--- src/rtl/universal_shift_reg.sv ---
// rtl/universal_shift_reg.sv - parametrised universal shift register with FSM-controlled burst shifting
// Optional macro USR_ROTATE_EN adds a rotate input that recirculates the outgoing bit on shifts.
module universal_shift_reg #(
   parameter  int WIDTH = 8,
   localparam int CNT_W = $clog2(WIDTH + 1)
) (
   input  logic             clk,
   input  logic             reset,
`ifdef USR_ROTATE_EN
   input  logic             rotate,
`endif
   input  logic             en,
   input  logic [1:0]       mode,
   input  logic [WIDTH-1:0] din,
   input  logic             sin_l,
   input  logic             sin_r,
   input  logic             start,
   input  logic [CNT_W-1:0] shamt,
   output logic [WIDTH-1:0] dout,
   output logic             sout_r,
   output logic             sout_l,
   output logic             busy,
   output logic             done
);

   localparam logic [1:0]       MODE_HOLD = 2'b00;
   localparam logic [1:0]       MODE_SHR  = 2'b01;
   localparam logic [1:0]       MODE_SHL  = 2'b10;
   localparam logic [1:0]       MODE_LOAD = 2'b11;
   localparam logic [CNT_W-1:0] CNT_MAX   = CNT_W'(WIDTH);
   localparam logic [CNT_W-1:0] CNT_ONE   = CNT_W'(1);

   typedef enum logic {
      IDLE  = 1'b0,
      SHIFT = 1'b1
   } state_t;

   state_t           state_q, state_d;
   logic [WIDTH-1:0] q_q, q_d;
   logic [CNT_W-1:0] cnt_q, cnt_d;
   logic             dir_q, dir_d;
   logic             done_q, done_d;
   logic             rot_sel;
   logic [CNT_W-1:0] shamt_sat;
   logic [WIDTH-1:0] shr_val, shl_val;

`ifdef USR_ROTATE_EN
   logic rot_q, rot_d;
   // A burst keeps the rotate setting captured at its start edge.
   assign rot_sel = (state_q == SHIFT) ? rot_q : rotate;
`else
   assign rot_sel = 1'b0;
`endif

   assign shamt_sat = (shamt > CNT_MAX) ? CNT_MAX : shamt;
   assign shr_val   = {(rot_sel ? q_q[0] : sin_l), q_q[WIDTH-1:1]};
   assign shl_val   = {q_q[WIDTH-2:0], (rot_sel ? q_q[WIDTH-1] : sin_r)};

   always_comb begin
      state_d = state_q;
      q_d     = q_q;
      cnt_d   = cnt_q;
      dir_d   = dir_q;
      done_d  = 1'b0;
`ifdef USR_ROTATE_EN
      rot_d   = rot_q;
`endif
      case (state_q)
         IDLE: begin
            if (start && (mode == MODE_SHR || mode == MODE_SHL)) begin
               dir_d = (mode == MODE_SHL);
               cnt_d = shamt_sat;
`ifdef USR_ROTATE_EN
               rot_d = rotate;
`endif
               if (shamt_sat != '0) state_d = SHIFT;
               else                 done_d  = 1'b1;
            end else begin
               case (mode)
                  MODE_SHR:  q_d = shr_val;
                  MODE_SHL:  q_d = shl_val;
                  MODE_LOAD: q_d = din;
                  MODE_HOLD: q_d = q_q;
                  default:   q_d = q_q;
               endcase
            end
         end
         SHIFT: begin
            q_d   = dir_q ? shl_val : shr_val;
            cnt_d = cnt_q - CNT_ONE;
            if (cnt_q == CNT_ONE) begin
               state_d = IDLE;
               done_d  = 1'b1;
            end
         end
         default: state_d = IDLE;
      endcase
   end

   always_ff @(posedge clk or posedge reset) begin
      if (reset) begin
         state_q <= IDLE;
         q_q     <= '0;
         cnt_q   <= '0;
         dir_q   <= 1'b0;
         done_q  <= 1'b0;
`ifdef USR_ROTATE_EN
         rot_q   <= 1'b0;
`endif
      end else if (en) begin
         state_q <= state_d;
         q_q     <= q_d;
         cnt_q   <= cnt_d;
         dir_q   <= dir_d;
         done_q  <= done_d;
`ifdef USR_ROTATE_EN
         rot_q   <= rot_d;
`endif
      end
   end

   assign dout   = q_q;
   assign sout_r = q_q[0];
   assign sout_l = q_q[WIDTH-1];
   assign busy   = (state_q == SHIFT);
   assign done   = done_q;

endmodule
--- config.mk ---
export PLATFORM = sky130hd
export DESIGN_NAME = universal_shift_reg
export DESIGN_NICKNAME = d
export VERILOG_FILES = /design/src/rtl/universal_shift_reg.sv
export SDC_FILE = /design/constraint.sdc
export NUM_CORES = 1
export LEC_CHECK = 0
export BUFFER_PORTS_ARGS = -buffer_cell sky130_fd_sc_hd__buf_2
export CORE_ASPECT_RATIO = 1.5
export CORE_UTILIZATION = 48
export CTS_BUF_LIST = sky130_fd_sc_hd__clkbuf_4
export CTS_CLUSTER_DIAMETER = 80
export DETAILED_ROUTE_END_ITERATION = 8
export PLACE_DENSITY = 0.76
export SETUP_SLACK_MARGIN = 0.3
export SLEW_MARGIN = 15
export SYNTH_ARGS = -nofsm -noshare
export SYNTH_HDL_FRONTEND = slang
export SYNTH_SLANG_ARGS = --single-unit
--- constraint.sdc ---
create_clock -name clk -period 1.2 [get_ports clk]
set_input_delay 0.18 -clock clk [delete_from_list [all_inputs] [get_ports clk]]
set_output_delay 0.18 -clock clk [all_outputs]
set_load 0.02 [all_outputs]
=== Word-level counts from Yosys, hierarchy flattened ===
Index checks and enable logic that the tools add are counted.

* Add/subtract/negate cells: 1
* Multiply operators: 0
* Divide/modulo/power cells: 0
* $lt $le $gt $ge: 1
* Equality and inequality tests: 7
* Shift-type cells: 0
* Multiplexer cells: 15
* Bitwise logic cells: 1
* Reductions and logical operators: 7

{| class="wikitable"
|+ Operators with widths
! operator !! count
|-
| $pmux W8 S3 || 1
|-
| $mux W8 || 2
|-
| $pmux W8 S2 || 1
|-
| $mux W4 || 2
|-
| $pmux W4 S2 || 1
|-
| $mux W1 || 6
|-
| $ne A2 B2 Y1 const B || 3
|-
| $reduce_and A3 Y1 || 2
|-
| $eq A2 B2 Y1 const B || 2
|-
| $eq A4 B1 Y1 const B || 1
|-
| $gt A4 B4 Y1 const B || 1
|-
| $pmux W1 S2 || 2
|-
| $reduce_bool A4 Y1 || 1
|-
| $sub A4 B1 Y4 const B || 1
|-
| $eq A2 B1 Y1 const B || 1
|-
| $logic_not A2 Y1 || 1
|-
| $reduce_and A2 Y1 || 1
|-
| $logic_and A1 B1 Y1 || 1
|-
| $logic_or A1 B1 Y1 || 1
|-
| $not A1 Y1 || 1
|}

* Flip-flop bits (word level): 15
* Latch bits: 0
* Memory bits (writable): 0
* ROM bits: 0
* Input bits: 20
* Output and inout port bits: 12
* Word-level logic and storage cells: 37
* Memories kept: 0

=== Longest topological paths before layout ===
Gate-level depths: netlist (run 1).

* Depth in word-level cells: 6
* Depth in mapped cells: 7
* Depth with buffers taken out: 5

=== Worst setup path after synthesis (run 1) ===
No wires, ideal clock.

* Path kind: input -> register
* Start: input port mode[0]
* End: register q_q[2], in the netlist dout[2]
* Setup time: 126 ps
* Arrival time: 1,286 ps
* Slack: -212 ps
* Cell stages on the path: 6
* Cells stage by stage: inv_1 ha_1 buf_6 buf_8 a221o_1 a221o_1

* Longest elaborated chain between the ends: 5
* Elaborated cells between the ends (all ways): 12
* Those cells by class: eq/ne: 5; mux: 3; reduce/logical: 4

{| class="wikitable"
|+ RTL lines
! item !! RTL line !! source
|-
| from (decl) || 13 || <nowiki>input logic [1:0] mode,</nowiki>
|-
| parallel branches: the longest is 5 deep, another holds $pmux W8 S3 || n/a ||
|-
| to (signal assigned) || 112 || <nowiki>q_q <= q_d;</nowiki>
|-
| to (decl) || 39 || <nowiki>logic [WIDTH-1:0] q_q, q_d;</nowiki>
|}

Parallel ways; which one is timed is not known. The select of a mux whose other input is x is not followed.
A chain may end at the register's enable or synchronous reset.

=== Worst setup path after layout (run 1) ===
* Start: register q_q[2], in the netlist dout[2]
* End: register q_q[1], in the netlist dout[1]

* Longest elaborated chain between the ends: 3
* Elaborated cells between the ends (all ways): 4
* Those cells by class: mux: 4

{| class="wikitable"
|+ RTL lines
! item !! RTL line !! source
|-
| $pmux W8 S3 || 79 || <nowiki>case (mode)</nowiki>
|-
| $mux W8 || 70 || <nowiki>if (start && (mode == MODE_SHR || mode == MODE_SHL)) begin</nowiki>
|-
| $pmux W8 S2 * || 68 || <nowiki>case (state_q)</nowiki>
|}

Every way passes the cells marked *; elsewhere a longest branch is shown, timed or not. The select of a mux whose other input is x is not followed.

==> results of run 1 <==
-- per-layer routing --
layer / part of all wire / GRT usage / up-vias / wire length (µm)
li1: - / - / 531 / -
met1: 0.37 / 0.2729 / 569 / 1191
met2: 0.57 / 0.5424 / 42 / 1823
met3: 0.033 / 0.03249 / 6 / 105
met4: 0.019 / 0.1152 / 0 / 60
met5: 0 / 0 / - / 0
-- layout by cell type (no fill, tap or decap), drive strengths merged --
cell type	synthesis	layout
mux2i	8	8
inv	9	9
buf	9	55
a211oi	2	2
a21oi	2	2
nand3b	1	1
nor3	2	2
nor3b	9	9
a221o	16	16
nor2	9	9
clkbuf	1	3
o21ai	1	1
nor4	1	1
o31ai	1	1
nor4bb	1	1
o2bb2ai	2	2
a21o	1	1
ha	5	5
nand4	1	1
nand3	1	1
o211ai	3	3
and3	1	1
nor2b	2	2
mux2	2	2
and4b	2	2
o311ai	1	1
nand2	3	3
a21boi	1	1
dfrtp	15	15
clkinv	0	1
dlygate4sd3	0	1
-- worst paths after layout --
check	to	slack [ps]
worst max-delay path	dout[1]$_DFFE_PP0P_	-100
worst min-delay path	cnt_q[0]$_DFFE_PP0P_	170
worst max register to register	dout[1]$_DFFE_PP0P_	-100
worst min register to register	done$_DFFE_PP0P_	620
max in group asynchronous	dout[6]$_DFFE_PP0P_	500
min in group asynchronous	dout[2]$_DFFE_PP0P_	480
-- worst max-delay path: cells and delay by family, from the launching register on --
kind,cells,cell delay [ps]
AND/OR/NAND/NOR,1,160
AO/OA/AOI/OAI,2,570
flip-flops,1,450
-- repair_timing --
action                     4_1_cts  5_1_grt
resized for setup               49       14
hold buffers                     1        0
buffers inserted                 4        2
hold endpoints to repair        15        0
setup endpoints to repair       27       27
pin swaps                        9        4
-- state kept, by name, summed over array words and instances, names as in the netlist --
signal,flops
cnt_q,4
busy,1
done,1
dout,8
dir_q,1
-- cells by family after synthesis --
group	after synthesis	share of synthesized area
compound gates	30	0.2346
fa+ha+maj	5	0.05612
buf+inv	19	0.1044
flops	15	0.3367
mux	10	0.09203
simple gates	33	0.1762
-- power by group through the flow --
stage	sequential (mW)	combinational (mW)	clock, mW
finish	1.09	2.42	0.316
global route	1.12	2.60	0.332
CTS	1.07	2.26	0.307
detailed placement	1.05	1.71	0
global placement	1.04	1.65	0
floorplan	1.15	1.02	0
-- cell type report --
cell class | instances | area, µm² | share of cell area
Clock buffer | 3 | 22.52 | 0.01297
Clock inverter | 1 | 5.005 | 0.002882
Inverter | 9 | 48.80 | 0.02810
Multi-Input combinational cell | 78 | 797.0 | 0.4589
Sequential cell | 15 | 385.4 | 0.2219
Tap cell | 23 | 28.78 | 0.01657
Timing Repair Buffer | 56 | 449.2 | 0.2586
==> summary.md, run 1 <==
| Metric | Value |
|---|---|
| Fraction of final layout cells sized beyond drive strength 1 | `0.5988` |
| Final Setup Violations | `9` |
| Least-Margin Pin Slew | `546.3 ps` |
| Fin util | `0.7868` |
| #FFs+latches synth | `15` |
| Mapped cell area | `1115 µm²` |
| H-tree depth | `1` |
| Post-DP HPWL | `2211 µm` |
| Worst-skew pair later-pin latency | `300 ps` |
| Count leader, synth | `a221o_1` |
| Comb pwr share | `0.633` |
| Cell variety after synth | `32` |
| Final Skew | `13.23 ps` |
| GRT Util Overall | `0.2793` |
| Post-synthesis cell count | `112` |
| Critical Path End Type | `register` |
| Area leader, netlist | `dfrtp_1` |
| Root buffer cell | `clkbuf_4` |
| Total negative slack | `-443.8 ps` |
| Iteration count of the initial detailed-routing pass | `4` |
| Max-slew violations | `0` |
| First-pass GRT wire length | `4767 µm` |
| Synth-to-Final Area Change | `55.78%` |
| Int Pwr | `2.273 mW` |
| FMAX | `768.7 MHz` |
| Sequential power share | `0.285` |
| Port bufs | `31` |
| RSZ-0062 raised after global routing | `true` |
| Initial Util | `0.5051` |
| Clock share of power | `0.082` |
| Hold depth | `2` |
| Width of the die | `41.35 µm` |
| Hold_ws | `174.8 ps` |
| Post-DR vias/cell | `6.205` |
| Worst path max stage delay | `450 ps` |
| Die ar. | `2523 µm²` |
| Ys async rst share | `1.000` |
| Worst vdd ir | `1247 µV` |
| CTS Sinks | `15` |
| Io pins | `32` |
| Sw Pwr | `1.557 mW` |
| Nets | `188` |
| Vias in the first global route | `1106` |
| Most used DFF post-synth | `dfrtp_1` |
| Clock transition at path regs | `110 ps` |
| CP most frequent cell | `a221o_1` |
| DR DRC count | `0` |
| Critical path fanouts, max | `5` |
| Fillers | `149` |
| Leak Pwr | `0.7732 nW` |
| Total power | `3.830 mW` |
| # rows | `21` |
| Placed Cells | `174` |
| Hold Crit Start | `en` |
| Core Area | `2207 µm²` |
| HP Class | `in -> reg` |
| CP Cell Sequence | `nor3b_4, a221o_1, a221o_1` |
| Layout Cells excl Fill | `185` |
| Top-area cell type share of the netlist area | `0.3367` |
| GP Congestion | `0.7582` |
| Overflow after GRT | `0` |
| Violated checks | `negative setup slack` |
| Fin crit period | `1301 ps` |
| CP required | `1380 ps` |
| Number of diodes | `0` |
| CTS Buffer Depth | `2` |
| Remaining antenna violation count | `0` |
| Die Y | `61.03 µm` |
| Final worst slack | `-100.9 ps` |
| Crit path kind | `reg -> reg` |
| Most frequent cells after synthesis | `a221o_1, dfrtp_1, inv_1, nor2_1, nor3b_1` |
| Crit. Startpoint | `dout[2]$_DFFE_PP0P_` |
| Ys Warns | `0` |
| Avg Cell Area, Syn | `9.954 µm²` |
| Number of synthesized flops with an enable pin | `0` |
| Vias | `1148` |
| TritonCTS Buffers | `3` |
| Net Sw Frac | `0.4066` |
| Post-synth net total | `137` |
| Origin of the critical flop-to-flop path | `dout[2]$_DFFE_PP0P_` |
| Post-detailed-route wirelength per cell | `17.19 µm` |
| Top cells by area, synth | `dfrtp_1, a221o_1, mux2i_1` |
| Pre-CTS WS | `-328.0 ps` |
| Pwr Density | `2205 nW/µm²` |
| Finished Cell Area | `1737 µm²` |
| Final hold viol count | `0` |
| Maxcap violations | `0` |
| Initial antenna violation count | `0` |
| CTS tree | `built` |
| Post-DP Area | `1424 µm²` |
| Slew headroom | `0.6324` |
| Status | `finished, violations left` |
| WL final | `3180 µm` |
| Sequential fraction of the synthesis area | `0.3367` |
| Reg2reg path depth | `3` |
| Largest net degree at the start of global routing | `18` |
| Period utilization | `1.084` |
| Startpoint types | `register` |
| Critical-path top delay cell | `dfrtp_2` |
| First DRT Iteration DRCs | `41` |
| CP arrival | `1480 ps` |
No activity file was read; power rests on OpenSTA's default activity.
==> run 2, diff against run 1 <==
ABC_AREA = 1   (was not set)
CELL_PAD_IN_SITES_DETAIL_PLACEMENT = 0   (was not set)
CELL_PAD_IN_SITES_GLOBAL_PLACEMENT = 1   (was not set)
CORE_UTILIZATION = 33   (was 48)
==> run 2 against run 1 <==
  * The run now ends clean
  * Critical path depth down 1
  * Highest routed layer unchanged
  * Design area up 8.6%
  * Clock power up 4%
  * Power up 18%
==> summary.md, run 2 <==
| Metric | Value |
|---|---|
| Sequential fraction of the synthesis area | `0.3046 (-0.03213)` |
| Top cells by area, synth | `dfrtp_1, nand2_1, nor2_1` |
| # rows | `26 (+24%)` |
| Post-DR vias/cell | `4.467 (-28%)` |
| Crit path kind | `reg -> out` |
| TritonCTS Buffers | `3 (unchanged)` |
| Avg Cell Area, Syn | `5.925 µm² (-40%)` |
| H-tree depth | `1 (unchanged)` |
| Ys Warns | `0 (unchanged)` |
| Most used DFF post-synth | `dfrtp_1` |
| Post-synthesis cell count | `208 (+86%)` |
| Core Area | `3481 µm² (+58%)` |
| Layout Cells excl Fill | `304 (+64%)` |
| Max reg flops | `8 (unchanged)` |
| Root buffer cell | `clkbuf_4` |
| Vias | `1358 (+18%)` |
| Vias in the first global route | `1320 (+19%)` |
| #FFs+latches synth | `15 (unchanged)` |
| Leak Pwr | `1.055 nW (+36%)` |
| Worst-skew pair later-pin latency | `290 ps (about the same)` |
| Fin util | `0.5417 (-0.2452)` |
| Final Skew | `2.231 ps (-11.00 ps)` |
| Nets | `288 (+53%)` |
| DR DRC count | `0 (unchanged)` |
| RSZ-0062 raised after global routing | `true` |
| Post-synth net total | `233 (+70%)` |
| Port bufs | `31 (unchanged)` |
| Count leader, synth | `nand2_1` |
| HP Class | `in -> reg` |
| GRT Util Overall | `0.1913 (-0.08795)` |
| Final Setup Violations | `0 (-9)` |
| Die Y | `76.85 µm (+26%)` |
| Post-DP HPWL | `2274 µm (+2.9%)` |
| Overflow after GRT | `0 (unchanged)` |
| Most frequent cells after synthesis | `nand2_1, nor2_1, inv_1, dfrtp_1, a21oi_1` |
| Number of diodes | `0 (unchanged)` |
| Iteration count of the initial detailed-routing pass | `4 (unchanged)` |
| Post-detailed-route wirelength per cell | `11.01 µm (-36%)` |
| FMAX | `855.5 MHz (+11%)` |
| Remaining antenna violation count | `0 (unchanged)` |
| CTS Sinks | `15 (unchanged)` |
| Width of the die | `51.90 µm (+26%)` |
| Mapped cell area | `1232 µm² (+11%)` |
| Top-area cell type share of the netlist area | `0.3046 (-0.03213)` |
| Fin crit period | `1169 ps (-132.0 ps)` |
| Critical path fanouts, max | `3 (-2)` |
| Synth-to-Final Area Change | `53.00%` |
| Cell variety after synth | `16 (-50%)` |
| Number of synthesized flops with an enable pin | `0 (unchanged)` |
| CP arrival | `990 ps (-490 ps)` |
| Largest net degree at the start of global routing | `16 (-2)` |
| Pwr Density | `2394 nW/µm² (+8.6%)` |
| Hold_ws | `230.0 ps (+55.16 ps)` |
| Commonest non-fill, non-tap cell in the layout | `nand2_1` |
| Ys async rst share | `1.000 (unchanged)` |
| Maxcap violations | `0 (unchanged)` |
| Least-Margin Pin Slew | `390.2 ps (-156.1 ps)` |
| GP Congestion | `0.7821 (+3.2%)` |
| Max-slew violations | `0 (unchanged)` |
| Initial antenna violation count | `0 (unchanged)` |
| Die ar. | `3988 µm² (+58%)` |
| Fraction of final layout cells sized beyond drive strength 1 | `0.3779 (-0.2209)` |
| WL final | `3348 µm (+5.3%)` |
| Critical Path End Type | `output pin` |
| Clock transition at path regs | `100 ps (about the same)` |
| Worst vdd ir | `1374 µV (+10%)` |
| Startpoint types | `register` |
| Period utilization | `0.9741 (-0.1100)` |
| First DRT Iteration DRCs | `18 (-56%)` |
| Area leader, netlist | `dfrtp_1` |
| Placed Cells | `280 (+61%)` |
| Most frequent cells in the layout | `nand2_1, nor2_1, inv_1` |
| CTS Buffer Depth | `2 (unchanged)` |
| Total negative slack | `0 ps (+443.8 ps)` |
| CTS tree | `built` |
| Total power | `4.515 mW (+18%)` |
| Initial Util | `0.3541 (-0.1510)` |
| First-pass GRT wire length | `5816 µm (+22%)` |
| Slew headroom | `0.7399 (+0.1074)` |
| Io pins | `32 (unchanged)` |
| CP required | `1020 ps (-360 ps)` |
| Final hold viol count | `0 (unchanged)` |
| Status | `completed` |
[run 2: kinds of logic after synthesis]
kind of cell,count (synthesis),synth area share
buffers and inverters,40,0.1371
flip-flops,15,0.3046
AND/OR/NAND/NOR,132,0.4406
AO/OA/AOI/OAI,16,0.06701
adder cells (fa/ha/maj),5,0.05076
[run 2: timing repair]
item,CTS,global route
endpoints found under the setup margin,27,27
setup buffers,19,0
gates cloned,0,0
pin swaps,10,11
hold buffers,1,0
resized for setup,55,15
hold endpoints to repair,15,0
[run 2: critical path, cell delays in order, from the launching register on]
cell	delay, ps
dfrtp_2	440
buf_8	130
buf_6	120
[run 2: layout make-up]
| type | instances | area (µm²) |
|---|---|---|
| flip-flops and latches | 15 | 385.4 |
| repair buffers | 59 | 476.7 |
| inverters | 31 | 126.4 |
| fillers | 372 | 1595 |
| clock buffers | 4 | 30.03 |
| multi-input cells | 153 | 814.5 |
| well taps | 42 | 52.55 |
[run 2: where the power goes]
part / total, mW / leakage, nW / switching, mW / internal, mW
sequential: 1.02 / 0.169 / 0.245 / 0.774
clock: 0.328 / 0.0184 / 0.176 / 0.152
combinational: 3.17 / 0.867 / 1.63 / 1.54
total: 4.51 / 1.05 / 2.05 / 2.47
[run 2: layer usage]
layer,vias to the layer above,GRT usage,share of wire
li1,733,-,-
met1,600,0.2282,0.42
met2,21,0.3410,0.55
met3,4,0.01190,0.025
met4,0,0.07297,0.011
met5,-,0,0
[run 2: path summary, 6_finish.rpt]
kind | slack [ps] | endpoint | from | cells after the start
worst max-delay path | 30 | busy | busy$_DFFE_PP0P_ | 2
worst min-delay path | 230 | cnt_q[2]$_DFFE_PP0P_ | shamt[2] | 5
worst max register to register | 90 | dout[3]$_DFFE_PP0P_ | busy$_DFFE_PP0P_ | 6
worst min register to register | 510 | done$_DFFE_PP0P_ | done$_DFFE_PP0P_ | 2
max in group asynchronous | 570 | dout[4]$_DFFE_PP0P_ | reset | 4
min in group asynchronous | 430 | cnt_q[3]$_DFFE_PP0P_ | reset | 4
[run 2: per-stage QoR]
step,setup slack (ps),area (µm²)
floorplan,153.4,1245
global placement,-97.99,1454
detailed placement,-110.3,1454
CTS,29.33,1831
global route,-1.884,1886
finish,31.14,1886
